<file path="config.mk">
export PLATFORM = sky130hd
export DESIGN_NAME = uart_tx_streamer
export DESIGN_NICKNAME = d
export VERILOG_FILES = /design/src/rtl/uart_tx_streamer.sv
export SDC_FILE = /design/constraint.sdc
export NUM_CORES = 1
export LEC_CHECK = 0
export ABC_AREA = 1
export BUFFER_PORTS_ARGS = -buffer_cell sky130_fd_sc_hd__buf_2
export CAP_MARGIN = 20
export CORE_ASPECT_RATIO = 1.75
export CORE_MARGIN = 1.5
export CORE_UTILIZATION = 55
export CTS_BUF_LIST = sky130_fd_sc_hd__clkbuf_4
export CTS_CLUSTER_DIAMETER = 150
export DETAILED_ROUTE_END_ITERATION = 12
export PLACE_DENSITY = 0.79
export SYNTH_ARGS = -nofsm -noshare
export SYNTH_HDL_FRONTEND = slang
export SYNTH_SLANG_ARGS = --single-unit
</file>
<file path="constraint.sdc">
create_clock -name clk -period 6.5 [get_ports clk]
set_input_delay 0.65 -clock clk [delete_from_list [all_inputs] [get_ports clk]]
set_output_delay 0.65 -clock clk [all_outputs]
set_load 0.03 [all_outputs]
</file>
<file path="src/rtl/uart_tx_streamer.sv">
// uart_tx_streamer: buffers upstream bytes in a FIFO and feeds them one at a
// time to a UART transmitter over a tx_start/tx_data/tx_done handshake, with a
// per-byte timeout and an idle gap after every byte.
// Optional build macro UART_TX_CHKSUM_EN appends a two's-complement checksum
// byte after each byte tagged with s_last.
module uart_tx_streamer #(
    parameter int unsigned FIFO_AW     = 4,
    parameter int unsigned TIMEOUT_CYC = 20000,
    parameter int unsigned GAP_CYC     = 2
) (
    input  logic               clk,
    input  logic               rst_n,
    input  logic               s_valid,
    input  logic [7:0]         s_data,
    input  logic               s_last,
    output logic               s_ready,
    output logic               tx_start,
    output logic [7:0]         tx_data,
    input  logic               tx_done,
    output logic [FIFO_AW:0]   fifo_level,
    output logic               busy,
    output logic               timeout_err,
    input  logic               err_clr
);

    localparam int unsigned DEPTH = 1 << FIFO_AW;
    localparam int unsigned TW    = $clog2(TIMEOUT_CYC);
    localparam int unsigned GW    = (GAP_CYC > 1) ? $clog2(GAP_CYC) : 1;
    localparam logic [FIFO_AW:0] LVL_FULL = (FIFO_AW + 1)'(DEPTH);
`ifdef UART_TX_CHKSUM_EN
    localparam int unsigned FW = 9;
`else
    localparam int unsigned FW = 8;
`endif

    typedef enum logic [1:0] {S_IDLE, S_START, S_WAIT, S_GAP} state_t;

    state_t               state_q, state_d;
    logic [FW-1:0]        mem_q [DEPTH];
    logic [FIFO_AW-1:0]   wr_ptr_q, wr_ptr_d;
    logic [FIFO_AW-1:0]   rd_ptr_q, rd_ptr_d;
    logic [FIFO_AW:0]     level_q, level_d;
    logic                 s_ready_q, s_ready_d;
    logic [7:0]           tx_data_q, tx_data_d;
    logic [TW-1:0]        tcnt_q, tcnt_d;
    logic [GW-1:0]        gcnt_q, gcnt_d;
    logic                 err_q, err_d;
    logic                 wr, pop, tmo_set, byte_end;
    logic [FW-1:0]        wdata, head;

`ifdef UART_TX_CHKSUM_EN
    logic [7:0]           sum_q, sum_d;
    logic                 cur_last_q, cur_last_d;
    logic                 ck_pend_q, ck_pend_d;
    assign wdata = {s_last, s_data};
`else
    logic                 unused_last;
    assign unused_last = s_last;
    assign wdata       = s_data;
`endif

    assign head        = mem_q[rd_ptr_q];
    assign wr          = s_valid & s_ready_q;
    assign tx_start    = (state_q == S_START);
    assign busy        = (state_q != S_IDLE);
    assign s_ready     = s_ready_q;
    assign tx_data     = tx_data_q;
    assign fifo_level  = level_q;
    assign timeout_err = err_q;

    // Next-state and handshake control: one byte in flight at a time.
    always_comb begin
        state_d   = state_q;
        tx_data_d = tx_data_q;
        tcnt_d    = tcnt_q;
        gcnt_d    = gcnt_q;
        pop       = 1'b0;
        tmo_set   = 1'b0;
        byte_end  = 1'b0;
`ifdef UART_TX_CHKSUM_EN
        sum_d      = sum_q;
        cur_last_d = cur_last_q;
        ck_pend_d  = ck_pend_q;
`endif
        unique case (state_q)
            S_IDLE: begin
`ifdef UART_TX_CHKSUM_EN
                // A pending checksum goes out before any further FIFO data.
                if (ck_pend_q) begin
                    tx_data_d  = ~sum_q + 8'd1;
                    sum_d      = '0;
                    ck_pend_d  = 1'b0;
                    cur_last_d = 1'b0;
                    state_d    = S_START;
                end else if (level_q != '0) begin
                    pop        = 1'b1;
                    tx_data_d  = head[7:0];
                    sum_d      = sum_q + head[7:0];
                    cur_last_d = head[8];
                    state_d    = S_START;
                end
`else
                if (level_q != '0) begin
                    pop       = 1'b1;
                    tx_data_d = head;
                    state_d   = S_START;
                end
`endif
            end
            S_START: begin
                tcnt_d  = '0;
                state_d = S_WAIT;
            end
            S_WAIT: begin
                // Counter starts at 0 on the first WAIT cycle, so the abort
                // edge lands TIMEOUT_CYC cycles after the tx_start cycle.
                if (tx_done) begin
                    byte_end = 1'b1;
                end else if (tcnt_q == TW'(TIMEOUT_CYC - 2)) begin
                    tmo_set  = 1'b1;
                    byte_end = 1'b1;
                end else begin
                    tcnt_d = tcnt_q + 1'b1;
                end
                if (byte_end) begin
                    gcnt_d  = '0;
                    state_d = (GAP_CYC == 0) ? S_IDLE : S_GAP;
`ifdef UART_TX_CHKSUM_EN
                    if (cur_last_q) ck_pend_d = 1'b1;
`endif
                end
            end
            S_GAP: begin
                if (32'(gcnt_q) == GAP_CYC - 1) state_d = S_IDLE;
                else                            gcnt_d  = gcnt_q + 1'b1;
            end
            default: state_d = S_IDLE;
        endcase
    end

    // FIFO pointer/level bookkeeping and sticky timeout flag.
    always_comb begin
        wr_ptr_d = wr ? wr_ptr_q + 1'b1 : wr_ptr_q;
        rd_ptr_d = pop ? rd_ptr_q + 1'b1 : rd_ptr_q;
        unique case ({wr, pop})
            2'b10:   level_d = level_q + 1'b1;
            2'b01:   level_d = level_q - 1'b1;
            default: level_d = level_q;
        endcase
        s_ready_d = (level_d != LVL_FULL);
        if (tmo_set)      err_d = 1'b1;
        else if (err_clr) err_d = 1'b0;
        else              err_d = err_q;
    end

    // FIFO storage; contents need no reset since level gates every read.
    always_ff @(posedge clk) begin
        if (wr) mem_q[wr_ptr_q] <= wdata;
    end

    // State register with synchronous active-low reset.
    always_ff @(posedge clk) begin
        if (!rst_n) begin
            state_q   <= S_IDLE;
            wr_ptr_q  <= '0;
            rd_ptr_q  <= '0;
            level_q   <= '0;
            s_ready_q <= 1'b0;
            tx_data_q <= '0;
            tcnt_q    <= '0;
            gcnt_q    <= '0;
            err_q     <= 1'b0;
`ifdef UART_TX_CHKSUM_EN
            sum_q      <= '0;
            cur_last_q <= 1'b0;
            ck_pend_q  <= 1'b0;
`endif
        end else begin
            state_q   <= state_d;
            wr_ptr_q  <= wr_ptr_d;
            rd_ptr_q  <= rd_ptr_d;
            level_q   <= level_d;
            s_ready_q <= s_ready_d;
            tx_data_q <= tx_data_d;
            tcnt_q    <= tcnt_d;
            gcnt_q    <= gcnt_d;
            err_q     <= err_d;
`ifdef UART_TX_CHKSUM_EN
            sum_q      <= sum_d;
            cur_last_q <= cur_last_d;
            ck_pend_q  <= ck_pend_d;
`endif
        end
    end

endmodule

</file>
After elaboration in Yosys (flattened, before gate mapping) --
Memory sizes are Yosys's and may differ from the RTL's. A register that Yosys moved wholly into a read port is not among the register bits. Index checks and enable logic that the tools add are counted.
Cells by class: equality and inequality tests 12, divide/modulo/power cells 0, bitwise gates (word level) 1, $lt $le $gt $ge 0, mux-type cells 22, add/sub/neg operators 6, shifts and indexed selects 0, reduce and logical (&&, ||, !) cells 11, multipliers 0
Operator list (count):
- $mux 15 | 2
- $pmux 15 s2 | 1
- $add 15x1->15 const B | 1
- $eq 15x15->1 const B | 1
- $mux 1 | 13
- $ne 2x2->1 const B | 5
- $pmux 5 s2 | 1
- $add 4x1->4 const B | 2
- $pmux 2 s4 | 1
- $reduce_bool 2->1 | 4
- $eq 2x2->1 const B | 3
- $mux 2 | 3
- $reduce_and 3->1 | 2
- $add 5x1->5 const B | 1
- $ne 5x5->1 const B | 1
- $reduce_bool 5->1 | 1
- $sub 5x1->5 const B | 1
- $eq 2x1->1 const B | 2
- $reduce_and 2->1 | 2
- $logic_not 2->1 | 1
- $pmux 1 s2 | 1
- $add 1x1->1 const B | 1
- $and 1x1->1 | 1
- $logic_not 1->1 | 1
Storage, ports and cells: memory bits (read-only) 0, RAM bits 128, latch bits 0, output and inout port bits 17, flip-flop bits (word level) 33, memories 1
Memories:
- mem_q | words 16, bits a word 8, read ports 1, clocked after Yosys merged registers in 1, wr ports 1, RTL line 39 | logic [FW-1:0] mem_q [DEPTH];

Logic depth before layout (Yosys ltp) --
Gate-level depths: netlist (run 1).
word-level depth 6, gate-level depth with buffers 16, mapped depth without buffers 16

Worst setup path before layout (run 1) --
No wires, ideal clock.
kind register to register, start point register level_q[0], in the netlist fifo_level[0], end point register s_ready_q, in the netlist s_ready, arrival 2128 ps, setup slack 4244 ps, period minus slack after synthesis 2256 ps, setup time 128 ps, stages on the path, launching flop included 13, cell sequence dfxtp_1 > nor2_2 > nand3_4 > nand2_1 > inv_1 > clkbuf_1 > ha_1 > o21ai_0 > nand2_1 > nor2_1 > nand3_1 > nor2_1 > nor2_1
On the way: longest elaborated chain between the ends 6, elaborated cells between the ends (all ways) 9
Ends and longest elaborated chain:
- from (decl) | RTL line 42 | logic [FIFO_AW:0] level_q, level_d;
- from (signal assigned) | RTL line 182 | level_q <= level_d;
- $reduce_bool 5->1 | RTL line 103 | if (level_q != '0) begin
- $mux 1 | RTL line 103
- $mux 1 | RTL line 85 | unique case (state_q)
- $eq 2x1->1 / $eq 2x2->1 (equally long branches) | RTL line 145 | unique case ({wr, pop})
- $pmux 5 s2 (*) | RTL line 145
- $ne 5x5->1 (*) | RTL line 150 | s_ready_d = (level_d != LVL_FULL);
- to (signal assigned) | RTL line 183 | s_ready_q <= s_ready_d;
- to (decl) | RTL line 43 | logic s_ready_q, s_ready_d;
Every way passes the cells marked *; elsewhere a longest branch is shown, timed or not. A chain may end at the register's enable or synchronous reset.

Worst setup path after layout (run 1) --
start point register state_q[0], end point register s_ready_q, in the netlist s_ready
On the way: longest elaborated chain between the ends 5, elaborated cells between the ends (all ways) 6
Ends and longest elaborated chain:
- from (decl) | RTL line 38 | state_t state_q, state_d;
- from (signal assigned) | RTL line 179 | state_q <= state_d;
- $logic_not 2->1 (*) | RTL line 85
- $mux 1 (*) | RTL line 85
- $eq 2x1->1 / $eq 2x2->1 (equally long branches) | RTL line 145
- $pmux 5 s2 (*) | RTL line 145
- $ne 5x5->1 (*) | RTL line 150
Marked as above.

==> metrics.md, run 1 <==
| Metric | Value |
|---|---|
| Synth top area share | 52.7% |
| Setup violations, final | 0 |
| Fin Setup TNS | 0 ns |
| Crit. End Element | flip-flop |
| Clock Sinks | 169 |
| 1st-pass router iterations | 5 |
| Via count | 5130 |
| Clock Root Buffer | clkbuf_4 |
| Static leakage power | 2.67 nW |
| Fin. Hold Viols | 0 |
| Maximum vdd drop | 0.297 mV |
| Sequential-to-total area share from yosys stat | 63.9% |
| Commonest non-fill, non-tap cell in the layout | edfxtp_1 |
| PostCTS Resize Cnt | 0 |
| Met1 usage | 24.6% |
| Syn nets | 699 |
| Crit start category | flip-flop |
| Crit Path Max Fanout | 20 |
| Total gr overflow | 0 |
| Starting Density | 56.4% |
| Area of the die | 0.0140 mm2 |
| CORE AREA | 0.0129 mm2 |
| Cell Area, Synth | 0.00730 mm2 |
| Final period utilization | 42.8% |
| WL per Instance | 19.1 um |
| DP Wirelength | 11300 um |
| Pin count of the biggest net entering global routing | 68 |
| GRT Total Usage | 24.5% |
| Slew @ Worst Pin | 1.02 ns |
| RSZ-0062 raised after global routing | false |
| Arrival @ worst endpoint | 3.23 ns |
| GPL Wtd Cong | 0.925 |
| IO Pins | 31 |
| Die X | 90.1 um |
| Remaining DRCs | 0 |
| Chip height | 155 um |
| Met2 Use GR | 46.0% |
| Vias in the first global route | 5125 |
| Clock buffer depth | 2 |
| Num CTS Buffers | 17 |
| Layout area overhead | 6.84% |
| Detailed Route Iter0 Violations | 457 |
| Setup Buffers After CTS | 0 |
| CTS tree | built |
| Worst-Skew Late Latency | 0.55 ns |
| DP Area | 0.00752 mm2 |
| NumNets Final | 720 |
| Largest area contributor in the netlist | edfxtp_1 |
| Fmax | 359 MHz |
| Max-cap violations | 0 |
| Crit path required time | 6.94 ns |
| Yosys reg bits | 169 |
| Post-DRT Antenna Nets | 0 |
| Clk_skew | 0.0263 ns |
| PD cells | 353 mW/mm2 |
| Synth area leaders | edfxtp_1, dfxtp_1, nor2_1 |
| Most Crowded Layer GR | met2 |
| Hold Path Class | in -> reg |
| Finished Cell Area | 0.00779 mm2 |
| Met3 global-route usage | 3.91% |
| Most frequent cells in the layout | edfxtp_1, nor2_1, o21ai_0 |
| Status | completed |
| Share of cells above drive strength 1 | 12.8% |
| Rows | 55 |
| IO buf count | 29 |
| Avg Synthesized Cell Area | 10.9 um2 |
| Worst-path clk slew | 0.14 ns |
| Synth cell types | 41 |
| # hold bufs at CTS | 0 |
| Initial antenna violation count | 1 |
| Kind of critical path | reg -> reg |
| First-pass GRT wire length | 26000 um |
| Final min period | 2.78 ns |
| Rel. slew slack | 32.2% |
| Vias per cell | 5.85 |
| Routed WL | 16800 um |
| Cells after synthesis | 671 |
| Final slew viol count | 0 |
| H-tree levels | 4 |
| YS warnings | 0 |
[path summary, 6_finish.rpt]
check        startpoint     endpoint  slack (ns)  cells past startpoint
max          state_q[0]      s_ready        3.72                     14
min             err_clr  timeout_err        0.36                      3
max reg2reg  state_q[0]      s_ready        3.72                     14
min reg2reg   tcnt_q[2]    tcnt_q[2]        0.51                      2
[layout make-up]
type	instances	area, um2
Antenna cell	1	2.50
Clock buffer	17	128
Clock inverter	15	143
Fill cell	1115	5140
Inverter	54	205
Multi-Input combinational cell	418	2270
Sequential cell	169	4670
Tap cell	171	214
Timing Repair Buffer	32	168
[layer usage]
| layer | vias up | part of all wire [%] |
|---|---|---|
| met2 | 195 | 55 |
| met5 | - | 0 |
| met4 | 0 | 5.5 |
| met3 | 51 | 4.6 |
| li1 | 2450 | - |
| met1 | 2434 | 35 |
[cell usage after synthesis]
library cell,number
clkbuf_1,21
nor2_1,108
o31ai_1,1
nand2_1,61
nand3_4,2
inv_1,45
inv_2,4
o22ai_1,9
buf_4,3
a211oi_1,1
edfxtp_1,128
o21ai_2,1
buf_6,4
clkbuf_2,1
o221ai_1,23
o211ai_1,17
nor3_2,3
o21ai_1,13
nand3b_1,1
nor4_2,1
nor3_1,8
clkinv_1,4
dfxtp_1,41
nand2_2,5
nor2_4,1
a21oi_1,25
nand2_4,1
or2_2,2
nand3_2,1
ha_1,14
nor2_2,2
nand3_1,33
o21ai_0,64
inv_4,1
buf_2,1
xor2_1,4
a21oi_2,1
nor4_1,2
nand4_1,10
xor2_2,1
xnor2_1,3
[worst max-delay path, stage by stage (launching register included)]
cell     delay (ns)
dfxtp_1        0.36
inv_1          0.13
ha_1           0.31
nand2_1        0.16
inv_1          0.54
ha_1           0.33
a21oi_1        0.15
inv_1          0.08
nand3_1        0.09
nand3_1        0.09
o21ai_1        0.09
nor2_1         0.11
nand3_1        0.09
nor2_1         0.12
nor2_1         0.04
[power by group]
| group | internal [mW] | switching (mW) | total (mW) |
|---|---|---|---|
| sequential | 1.22 | 0.0375 | 1.25 |
| combinational | 0.266 | 0.663 | 0.929 |
| clock | 0.197 | 0.372 | 0.569 |
[stage by stage]
stage / worst slack [ns] / cells / hold slack, ns / utilization, % / power (mW)
CTS: 3.76 / 876 / 0.312 / 60.2 / 2.76
floorplan: 4.24 / 671 / 0.444 / - / 1.99
global route: 3.54 / 877 / 0.314 / 60.3 / 2.90
global placement: 3.88 / 844 / 0.456 / 58.1 / 2.15
finish: 3.72 / 877 / 0.359 / 60.3 / 2.75
detailed placement: 3.80 / 844 / 0.483 / 58.1 / 2.20
[state kept, by name (all words and copies together) (netlist names)]
signal / cells
tcnt_q: 15
fifo_level: 5
rd_ptr_q: 4
state_q: 2
gcnt_q: 1
wr_ptr_q: 4
s_ready: 1
mem_q: 128
tx_data: 8
timeout_err: 1
[kinds of logic after synthesis]
kind of cell / count (synthesis) / synth area share, %
XOR/XNOR: 8 / 1.06
adder cells (fa/ha/maj): 14 / 2.40
AO/OA/AOI/OAI: 155 / 12.7
buffers and inverters: 84 / 4.96
AND/OR/NAND/NOR: 241 / 14.9
flip-flops: 169 / 63.9
No activity file was read; power rests on OpenSTA's default activity.
==> inputs of run 2 (changes only) <==
==> constraint.sdc (replaced) <==
create_clock -name clk -period 2.7 [get_ports clk]
set_input_delay 0.27 -clock clk [delete_from_list [all_inputs] [get_ports clk]]
set_output_delay 0.27 -clock clk [all_outputs]
set_load 0.03 [all_outputs]
==> metrics.md, run 2 (synthesis gave the netlist of run 1 again) <==
| Metric | Value |
|---|---|
| Crit path required time | 3.14 ns |
| H-tree levels | 4 |
| WL per Instance | 18.2 um |
| Routed WL | 16300 um |
| Crit. End Element | flip-flop |
| First-pass GRT wire length | 26000 um |
| Final min period | 2.19 ns |
| Max-cap violations | 0 |
| Area of the die | 0.0140 mm2 |
| 1st-pass router iterations | 6 |
| Pin count of the biggest net entering global routing | 67 |
| Fin. Hold Viols | 0 |
| Via count | 5128 |
| Vias per cell | 5.73 |
| Crit Path Max Fanout | 6 |
| Cells along the critical path | inv_1 -> ha_1 -> nand2_1 -> inv_1 -> ha_1 -> o21ai_0 -> nand2_1 -> nor2_1 -> nand3_1 -> nor2_1 -> nor2_1 |
| CTS tree | built |
| Most frequent cells in the layout | edfxtp_1, nor2_1, o21ai_0 |
| Static leakage power | 2.79 nW |
| Vias in the first global route | 5205 |
| NumNets Final | 738 |
| Initial antenna violation count | 1 |
| Layout area overhead | 9.66% |
| PD cells | 866 mW/mm2 |
| RSZ-0062 raised after global routing | false |
| GRT Total Usage | 24.4% |
| Detailed Route Iter0 Violations | 438 |
| Final design utilization | 61.8% |
| Post-Place Cells | 861 |
| DP Area | 0.00765 mm2 |
| Total gr overflow | 0 |
| # hold bufs at CTS | 1 |
| Post-DRT Antenna Nets | 0 |
| Rel. slew slack | 41.7% |
| Slew @ Worst Pin | 0.872 ns |
| Clock Sinks | 169 |
| Commonest non-fill, non-tap cell in the layout | edfxtp_1 |
| Finished Cell Area | 0.00800 mm2 |
| Die X | 90.1 um |
| IO buf count | 29 |
| Arrival @ worst endpoint | 2.63 ns |
| Routed wl met2 | 8980 um |
| Maximum vdd drop | 0.601 mV |
| CP max-delay cell | dfxtp_1 |
| Worst-path clk slew | 0.14 ns |
| Share of cells above drive strength 1 | 14.8% |
| Starting Density | 56.4% |
| Met3 WL | 652 um |
| Max reg flops | 128 |
| Kind of critical path | reg -> reg |
| CORE AREA | 0.0129 mm2 |
| Clk_skew | 0.0257 ns |
| Top layer in use | met4 |
| Largest Register | mem_q |
| Remaining DRCs | 0 |
| Rows | 55 |
| IO Pins | 31 |
| Chip height | 155 um |
| # fillers | 1060 |
| PostCTS Resize Cnt | 0 |
| Clock buffer depth | 2 |
| Final Instance Count excl. Fillers | 895 |
| Status | completed |
| Hold Path Class | in -> reg |
| Fin Setup TNS | 0 ns |
| DP Wirelength | 11600 um |
| Num CTS Buffers | 17 |
| Slowest stage delay, CP | 0.38 ns |
| Final period utilization | 81.1% |
| Met1 WL | 5770 um |
| Fmax | 457 MHz |
| Worst path most repeated cell | nor2_1 |
| Final slew viol count | 0 |
| Crit start category | flip-flop |
| GPL Wtd Cong | 0.926 |
| Setup Buffers After CTS | 0 |
| Worst-Skew Late Latency | 0.54 ns |
| Setup violations, final | 0 |
| Clock Root Buffer | clkbuf_4 |
run 2: area by class of cell:
class / count / area (um2) / area share, %
multi-input combinational: 418 / 2270 / 28.4
antenna: 1 / 2.50 / 0.0313
inverter: 54 / 205 / 2.56
clock buffer: 17 / 128 / 1.60
clock inverter: 15 / 210 / 2.63
timing repair buffer: 50 / 305 / 3.82
tap: 171 / 214 / 2.67
sequential: 169 / 4670 / 58.3
run 2: where the power goes:
group          internal [mW]  switching [mW]  total (mW)
clock                  0.761           0.903        1.66
sequential              2.93           0.102        3.03
combinational          0.676            1.56        2.24
run 2: per-stage QoR:
stage / setup WS [ns] / hold WS (ns) / total power, mW
after CTS: 0.477 / 0.0398 / 6.95
final: 0.510 / 0.0895 / 6.93
after detailed placement: 0.492 / 0.462 / 5.32
after global placement: 0.540 / 0.458 / 5.24
after global routing: 0.190 / 0.0568 / 7.34
after floorplan: 0.444 / 0.369 / 4.78
run 2: final timing paths:
| path | start | endpoint | slack, ns | cells past startpoint |
|---|---|---|---|---|
| worst max-delay path | state_q[0] | s_ready | 0.51 | 11 |
| worst min register to register | gcnt_q | gcnt_q | 0.49 | 2 |
| worst min-delay path | tx_done | gcnt_q | 0.09 | 4 |
| worst max register to register | state_q[0] | s_ready | 0.51 | 11 |
run 2: worst max-delay path, delay by kind of cell, from the launching register on:
kind | cells | cell delay, ns
simple gates | 6 | 0.63
fa+ha+maj | 2 | 0.64
compound gates | 1 | 0.26
buf+inv | 2 | 0.18
flops | 1 | 0.38
run 2: layer usage:
layer  GRT usage [%]  vias to the layer above
met5               0                        -
met4            16.5                        0
met3            3.67                       50
met2            45.6                      180
met1            24.6                     2418
li1                -                     2480
